[src/rtl/specinvert_rot_detect.sv]
// sc16 register-slice pass-through with a windowed rotation-direction detector driving the invert decision.
// Optional macro SPECINVERT_DET_HYST_EN: det_invert flips only after two consecutive windows agree.
module specinvert_rot_detect #(
  parameter int SAMP_W = 16,
  parameter int ACC_W  = 48,
  parameter int WIN_W  = 32
) (
  input  logic                  ce_clk,
  input  logic                  ce_rst,
  input  logic [2*SAMP_W-1:0]   s_axis_tdata,
  input  logic                  s_axis_tlast,
  input  logic                  s_axis_tvalid,
  output logic                  s_axis_tready,
  output logic [2*SAMP_W-1:0]   m_axis_tdata,
  output logic                  m_axis_tlast,
  output logic                  m_axis_tvalid,
  input  logic                  m_axis_tready,
  input  logic                  cfg_enable,
  input  logic [31:0]           cfg_threshold,
  input  logic [WIN_W-1:0]      cfg_window,
  output logic                  det_invert,
  output logic                  det_valid,
  output logic [ACC_W-1:0]      det_metric,
  output logic [31:0]           det_count
);
  localparam int DW = 2 * SAMP_W;
  localparam int TW = DW + 1;

  logic [DW-1:0]           m_data_q, m_data_d, prev_q, prev_d;
  logic                    m_last_q, m_last_d, m_valid_q, m_valid_d, have_prev_q, have_prev_d;
  logic [WIN_W-1:0]        cnt_q, cnt_d;
  logic signed [DW-1:0]    p1a_q, p1a_d, p1b_q, p1b_d;
  logic                    p1_valid_q, p1_valid_d, p1_last_q, p1_last_d;
  logic signed [TW-1:0]    term_q, term_d;
  logic                    p2_valid_q, p2_valid_d, p2_last_q, p2_last_d;
  logic signed [ACC_W-1:0] acc_q, acc_d, metric_q, metric_d;
  logic                    dv_q, dv_d, inv_q, inv_d;
  logic [31:0]             wins_q, wins_d;
`ifdef SPECINVERT_DET_HYST_EN
  logic                    agree_q, agree_d;
`endif

  logic                    s_ready_s, accept_s, en_s, win_end_s, dec_hold_s, dec_val_s;
  logic signed [DW-1:0]    cur_i_s, cur_q_s, prv_i_s, prv_q_s;
  logic signed [ACC_W:0]   sum_s, met_s, thr_s;
  logic signed [ACC_W-1:0] sat_s;

  // Handshake, operand decode, saturating accumulate and per-window decision
  always_comb begin
    s_ready_s = !ce_rst && (!m_valid_q || m_axis_tready);
    accept_s  = s_axis_tvalid && s_ready_s;
    en_s      = cfg_enable && (cfg_window != {WIN_W{1'b0}});
    win_end_s = (cnt_q >= (cfg_window - {{(WIN_W-1){1'b0}}, 1'b1}));
    cur_i_s   = DW'($signed(s_axis_tdata[SAMP_W-1:0]));
    cur_q_s   = DW'($signed(s_axis_tdata[DW-1:SAMP_W]));
    prv_i_s   = DW'($signed(prev_q[SAMP_W-1:0]));
    prv_q_s   = DW'($signed(prev_q[DW-1:SAMP_W]));
    sum_s     = $signed({acc_q[ACC_W-1], acc_q}) + $signed({{(ACC_W+1-TW){term_q[TW-1]}}, term_q});
    if (sum_s[ACC_W] != sum_s[ACC_W-1]) begin
      sat_s = sum_s[ACC_W] ? {1'b1, {(ACC_W-1){1'b0}}} : {1'b0, {(ACC_W-1){1'b1}}};
    end else begin
      sat_s = sum_s[ACC_W-1:0];
    end
    met_s = {sat_s[ACC_W-1], sat_s};
    thr_s = {{(ACC_W+1-32){1'b0}}, cfg_threshold};
    // ">= +thr" is tested first so that thr=0 with metric=0 decides "not inverted"
    if (met_s >= thr_s) begin
      dec_hold_s = 1'b0;
      dec_val_s  = 1'b0;
    end else if (met_s <= -thr_s) begin
      dec_hold_s = 1'b0;
      dec_val_s  = 1'b1;
    end else begin
      dec_hold_s = 1'b1;
      dec_val_s  = 1'b0;
    end
  end

  // Next-state for the data slice, prev tracker and detector pipeline
  always_comb begin
    m_data_d = m_data_q;  m_last_d = m_last_q;  m_valid_d = m_valid_q;
    prev_d = prev_q;  have_prev_d = have_prev_q;  cnt_d = cnt_q;
    p1a_d = p1a_q;  p1b_d = p1b_q;  p1_valid_d = 1'b0;  p1_last_d = p1_last_q;
    term_d = term_q;  p2_valid_d = 1'b0;  p2_last_d = p2_last_q;
    acc_d = acc_q;  metric_d = metric_q;  dv_d = 1'b0;  inv_d = inv_q;  wins_d = wins_q;
`ifdef SPECINVERT_DET_HYST_EN
    agree_d = agree_q;
`endif
    if (accept_s) begin
      m_data_d    = s_axis_tdata;
      m_last_d    = s_axis_tlast;
      m_valid_d   = 1'b1;
      prev_d      = s_axis_tdata;
      have_prev_d = 1'b1;
    end else if (m_axis_tready) begin
      m_valid_d = 1'b0;
    end else begin
      m_valid_d = m_valid_q;
    end
    if (!en_s) begin
      cnt_d = {WIN_W{1'b0}};
      acc_d = {ACC_W{1'b0}};
    end else begin
      p1_valid_d = accept_s;
      p2_valid_d = p1_valid_q;
      p2_last_d  = p1_last_q;
      term_d     = $signed({p1a_q[DW-1], p1a_q}) - $signed({p1b_q[DW-1], p1b_q});
      if (accept_s) begin
        p1_last_d = win_end_s;
        p1a_d     = have_prev_q ? prv_i_s * cur_q_s : {DW{1'b0}};
        p1b_d     = have_prev_q ? prv_q_s * cur_i_s : {DW{1'b0}};
        cnt_d     = win_end_s ? {WIN_W{1'b0}} : cnt_q + {{(WIN_W-1){1'b0}}, 1'b1};
      end else begin
        cnt_d = cnt_q;
      end
      if (p2_valid_q && p2_last_q) begin
        metric_d = sat_s;
        acc_d    = {ACC_W{1'b0}};
        dv_d     = 1'b1;
        wins_d   = wins_q + 32'd1;
`ifdef SPECINVERT_DET_HYST_EN
        if (dec_hold_s || (dec_val_s == inv_q)) begin
          agree_d = 1'b0;
        end else if (agree_q) begin
          inv_d   = dec_val_s;
          agree_d = 1'b0;
        end else begin
          agree_d = 1'b1;
        end
`else
        if (!dec_hold_s) begin
          inv_d = dec_val_s;
        end else begin
          inv_d = inv_q;
        end
`endif
      end else if (p2_valid_q) begin
        acc_d = sat_s;
      end else begin
        acc_d = acc_q;
      end
    end
  end

  // State registers with synchronous reset
  always_ff @(posedge ce_clk) begin
    if (ce_rst) begin
      m_data_q <= '0;  m_last_q <= 1'b0;  m_valid_q <= 1'b0;
      prev_q <= '0;  have_prev_q <= 1'b0;  cnt_q <= '0;
      p1a_q <= '0;  p1b_q <= '0;  p1_valid_q <= 1'b0;  p1_last_q <= 1'b0;
      term_q <= '0;  p2_valid_q <= 1'b0;  p2_last_q <= 1'b0;
      acc_q <= '0;  metric_q <= '0;  dv_q <= 1'b0;  inv_q <= 1'b0;  wins_q <= 32'd0;
`ifdef SPECINVERT_DET_HYST_EN
      agree_q <= 1'b0;
`endif
    end else begin
      m_data_q <= m_data_d;  m_last_q <= m_last_d;  m_valid_q <= m_valid_d;
      prev_q <= prev_d;  have_prev_q <= have_prev_d;  cnt_q <= cnt_d;
      p1a_q <= p1a_d;  p1b_q <= p1b_d;  p1_valid_q <= p1_valid_d;  p1_last_q <= p1_last_d;
      term_q <= term_d;  p2_valid_q <= p2_valid_d;  p2_last_q <= p2_last_d;
      acc_q <= acc_d;  metric_q <= metric_d;  dv_q <= dv_d;  inv_q <= inv_d;  wins_q <= wins_d;
`ifdef SPECINVERT_DET_HYST_EN
      agree_q <= agree_d;
`endif
    end
  end

  assign s_axis_tready = s_ready_s;
  assign m_axis_tdata  = m_data_q;
  assign m_axis_tlast  = m_last_q;
  assign m_axis_tvalid = m_valid_q;
  assign det_invert    = inv_q;
  assign det_valid     = dv_q;
  assign det_metric    = metric_q;
  assign det_count     = wins_q;
endmodule

[config.mk]
export PLATFORM = sky130hd
export DESIGN_NAME = specinvert_rot_detect
export DESIGN_NICKNAME = d
export VERILOG_FILES = /design/src/rtl/specinvert_rot_detect.sv
export SDC_FILE = /design/constraint.sdc
export NUM_CORES = 2
export LEC_CHECK = 0
export ABC_AREA = 1
export BUFFER_PORTS_ARGS = -buffer_cell sky130_fd_sc_hd__buf_2
export CAP_MARGIN = 40
export CORE_MARGIN = 1
export CORE_UTILIZATION = 25
export DETAILED_ROUTE_END_ITERATION = 8
export GPL_TIMING_DRIVEN = 0
export HOLD_SLACK_MARGIN = 0.15
export PLACE_DENSITY_LB_ADDON = 0.3
export SLEW_MARGIN = 20
export SYNTH_ARGS = -nofsm -noshare
export SYNTH_HDL_FRONTEND = slang
export SYNTH_SLANG_ARGS = --single-unit
export TNS_END_PERCENT = 1
[constraint.sdc]
create_clock -name ce_clk -period 9.75 [get_ports ce_clk]
set_clock_uncertainty 0.1 [all_clocks]
set_input_delay 2.925 -clock ce_clk [delete_from_list [all_inputs] [get_ports ce_clk]]
set_output_delay 2.925 -clock ce_clk [all_outputs]
set_load 0.02 [all_outputs]
==> results.yml <==
status:
  outcome: "finished clean"
clocking:
  cts_tree: "built"
  clockBufferDepth: 3
  cts_setup_buffers: 0
  cts.reportedPaths.clkPinSlew_ns: 0.06
  cts-root-buf: "clkbuf_16"
  numCtsBuffers: 39
  clk_latency_ns: 0.60
  htree_levels: 2
  clock-sinks: 298
worst_setup_path:
  max_stage_delay_ns: 0.64
  rr_startpoint: "prev_q[3]"
  cpMostUsedCell: "fa_1"
  end_kind: "register"
  critPathLaunch: "s_axis_tdata[20]"
  cp.arrival_ns: 9.68
  critPathLaunchType: "input port"
  cpMaxStageDelayCell: "fa_1"
  worstPathRequired_ns: 10.11
  crit_path_max_fanout: 10
  worst-setup-path-type: "in2reg"
yosys:
  synth_top_family_by_area: "adder cells"
  synth-xor-area-share: 0.0295
  yosysUniqueCellTypes: 64
  synth_seq_area_share: 0.142
  synthMuxAreaShare: 0
  synth_compound_area_frac: 0.106
  yosysWarnings: 0
  yosys.area_share.adder: 0.357
  async_reset_ff_frac: 0
  synthCells: 5911
  avgSynthCellArea_um2: 7.13
  synth_enable_flop_cells: 0
  synth-simple-area-share: 0.224
  synth_flop_cell: "dfxtp_1"
  syn-num-nets: 6901
  synth.cell_area_mm2: 0.0421
  ys_seq_elements: 298
floorplanning:
  ios: 219
  chipWidth_um: 413
  start_util: 0.252
  fp.dieH_um: 413
  dieArea_mm2: 0.170
  core-area_mm2: 0.167
  rows: 150
layout:
  area_delta_synth_final_pct: 12.3
  drive_gt1_frac: 0.0682
  fin_nets: 7137
min_path:
  min_from: "p1_valid_q"
  hold_path_class: "reg2reg"
detailed_routing:
  detail_route.first_pass.iterations: 6
  vias: 38000
  wl_per_cell_um: 17.4
  drtAntennaViolNets: 0
  drt_iter0_drc: 2568
  wirelength_um: 146000
  drc_errors: 0
  viasPerCell: 4.54
power_and_ir_drop:
  pwr-share-comb: 0.735
  power.switching_w: 0.00607
  seq_power_share: 0.124
  max-vdd-ir-drop_mv: 0.189
  pwr-share-clk: 0.141
  swShare: 0.548
  p_leak_nw: 25.1
  power_w: 0.0111
  cell_internal_pwr_w: 0.00502
  p_per_area_mw_per_mm2: 234
placed_design:
  dp_hpwl_um: 125000
  gp_congestion: 0.935
  portBuffers: 185
  dp_slack_ns: -0.234
grt:
  gr-usage-all-layers: 0.173
  grt_pass1_vias: 39000
  overflow: 0
  antenna_found_initial: 6
  grt_first_pass_wirelength_um: 227000
  grt_max_degree: 18
timing:
  tightest_slew_ns: 0.901
  period_minus_slack_ns: 9.32
  finalSetupViolCount: 0
  drv_slew: 0
  grt_setup_unrepaired: "no"
  finalCritPeriodShare: 0.956
  hold_violations: 0
  clock.fmax_mhz: 107
  relSlewSlack: 0.400
  setup_ws_ns: 0.433
flow_run:
  drv_cap: 0
-- flip-flops by register name, summed over array words and instances, names as in the netlist, 32 cells and up --
register	count
det_metric	48
p1b_q	32
term_q	33
p1a_q	32
cnt_q	32
acc_q	48
det_count	32
prev_q	32
-- layer usage --
layer,up-vias,GRT usage,wire length (µm)
met1,18400,0.228,65100
met2,875,0.297,69500
li1,18600,-,-
met3,175,0.0187,7070
met4,6,0.0504,4270
met5,-,0,34
-- final cells by class --
class                           instances  area (µm²)
Inverter                             1346        5050
Sequential cell                       298        5970
Timing Repair Buffer                  199        1090
Fill cell                           18700      120000
Tap cell                             2204        2760
Antenna cell                            2        5.00
Buffer                                215         870
Multi-Input combinational cell       4048       30300
Clock inverter                         22         297
Clock buffer                           47        1050
-- synth_stat cells, drive strengths merged, types with 5 or more instances --
master | number | area (µm²)
a211oi | 11 | 82.6
a21o | 25 | 188
a21oi | 374 | 1890
a22oi | 6 | 45.0
a31oi | 12 | 75.1
buf | 24 | 141
clkbuf | 195 | 732
dfxtp | 298 | 5970
fa | 526 | 10500
ha | 362 | 4530
inv | 1344 | 5040
nand2 | 1395 | 5370
nand3 | 185 | 973
nand3b | 5 | 37.5
nand4 | 63 | 413
nor2 | 403 | 1670
nor3 | 91 | 561
nor3b | 8 | 65.1
nor4 | 28 | 181
o211ai | 21 | 158
o21a | 11 | 82.6
o21ai | 278 | 1400
o21bai | 52 | 390
or2 | 20 | 125
xnor2 | 63 | 552
xor2 | 79 | 692
-- cells by family (layout without fill, tap and decap cells) --
group,after synthesis,after routing
simple gates,2207,2207
buf+inv,1565,1829
fa+ha+maj,888,888
compound gates,811,811
flops,298,298
xor+xnor,142,142
other cells,0,2
-- cells in the final DEF (no fill, tap or decap), types with 7 or more instances in the layout --
cell type | Yosys | final
a21o_1 | 25 | 25
clkbuf_2 | 0 | 8
nor3_1 | 75 | 75
nand2_2 | 24 | 24
nor3_2 | 12 | 12
nand4_1 | 60 | 60
nor4_1 | 27 | 27
buf_6 | 2 | 13
o21bai_1 | 52 | 52
nand2_4 | 10 | 10
o21ai_1 | 12 | 12
fa_1 | 526 | 524
xor2_1 | 79 | 79
nor2_1 | 373 | 373
a211oi_1 | 11 | 11
dfxtp_1 | 298 | 298
clkbuf_1 | 195 | 187
buf_2 | 13 | 199
nand3_1 | 177 | 177
clkbuf_16 | 0 | 39
nor2_4 | 11 | 11
inv_1 | 1333 | 1333
o21ai_0 | 264 | 264
nand2_1 | 1361 | 1361
xnor2_1 | 63 | 63
a21oi_1 | 368 | 368
a31oi_1 | 12 | 12
inv_2 | 11 | 11
o21a_1 | 11 | 11
nor2_2 | 17 | 17
or2_2 | 14 | 14
nor3b_1 | 7 | 7
nand3_2 | 7 | 7
o211ai_1 | 21 | 21
ha_1 | 362 | 362
-- power by group through the flow --
stage / logic, W / clock network, W / registers [W]
after floorplan: 0.00570 / 0 / 0.00138
after global placement: 0.00810 / 0 / 0.00140
after detailed placement: 0.00812 / 0 / 0.00140
after CTS: 0.00819 / 0.00160 / 0.00138
after global routing: 0.00935 / 0.00164 / 0.00138
final: 0.00816 / 0.00156 / 0.00138
-- critical path: cells and delay by family --
kind	cells	cell delay, ns
simple gates	2	0.44
compound gates	8	1.42
buf+inv	8	1.40
fa+ha+maj	7	3.47
-- final timing paths --
path | to | slack [ns] | cells after the start
worst min register to register | p2_valid_q | 0.31 | 2
worst max register to register | p1a_q[26] | 1.94 | 23
worst min-delay path | p2_valid_q | 0.31 | 2
worst max-delay path | p1a_q[26] | 0.43 | 25
-- timing repair --
action,CTS,global route
hold buffers,0,0
setup endpoints to repair,0,4
endpoints found under the hold margin,0,0
gates resized for setup,0,14
-- through the flow --
stage / TNS (ns) / area (µm²) / utilization / instances / hold WS [ns]
floorplan: 0 / 42100 / - / 5911 / 0.294
global placement: -2.85 / 45800 / 0.274 / 8300 / 0.305
detailed placement: -1.18 / 46000 / 0.275 / 8312 / 0.302
CTS: 0 / 47300 / 0.283 / 8381 / 0.311
global route: 0 / 47300 / 0.283 / 8379 / 0.346
finish: 0 / 47300 / 0.283 / 8381 / 0.314
Note: power is estimated with default switching activity, not from simulation.
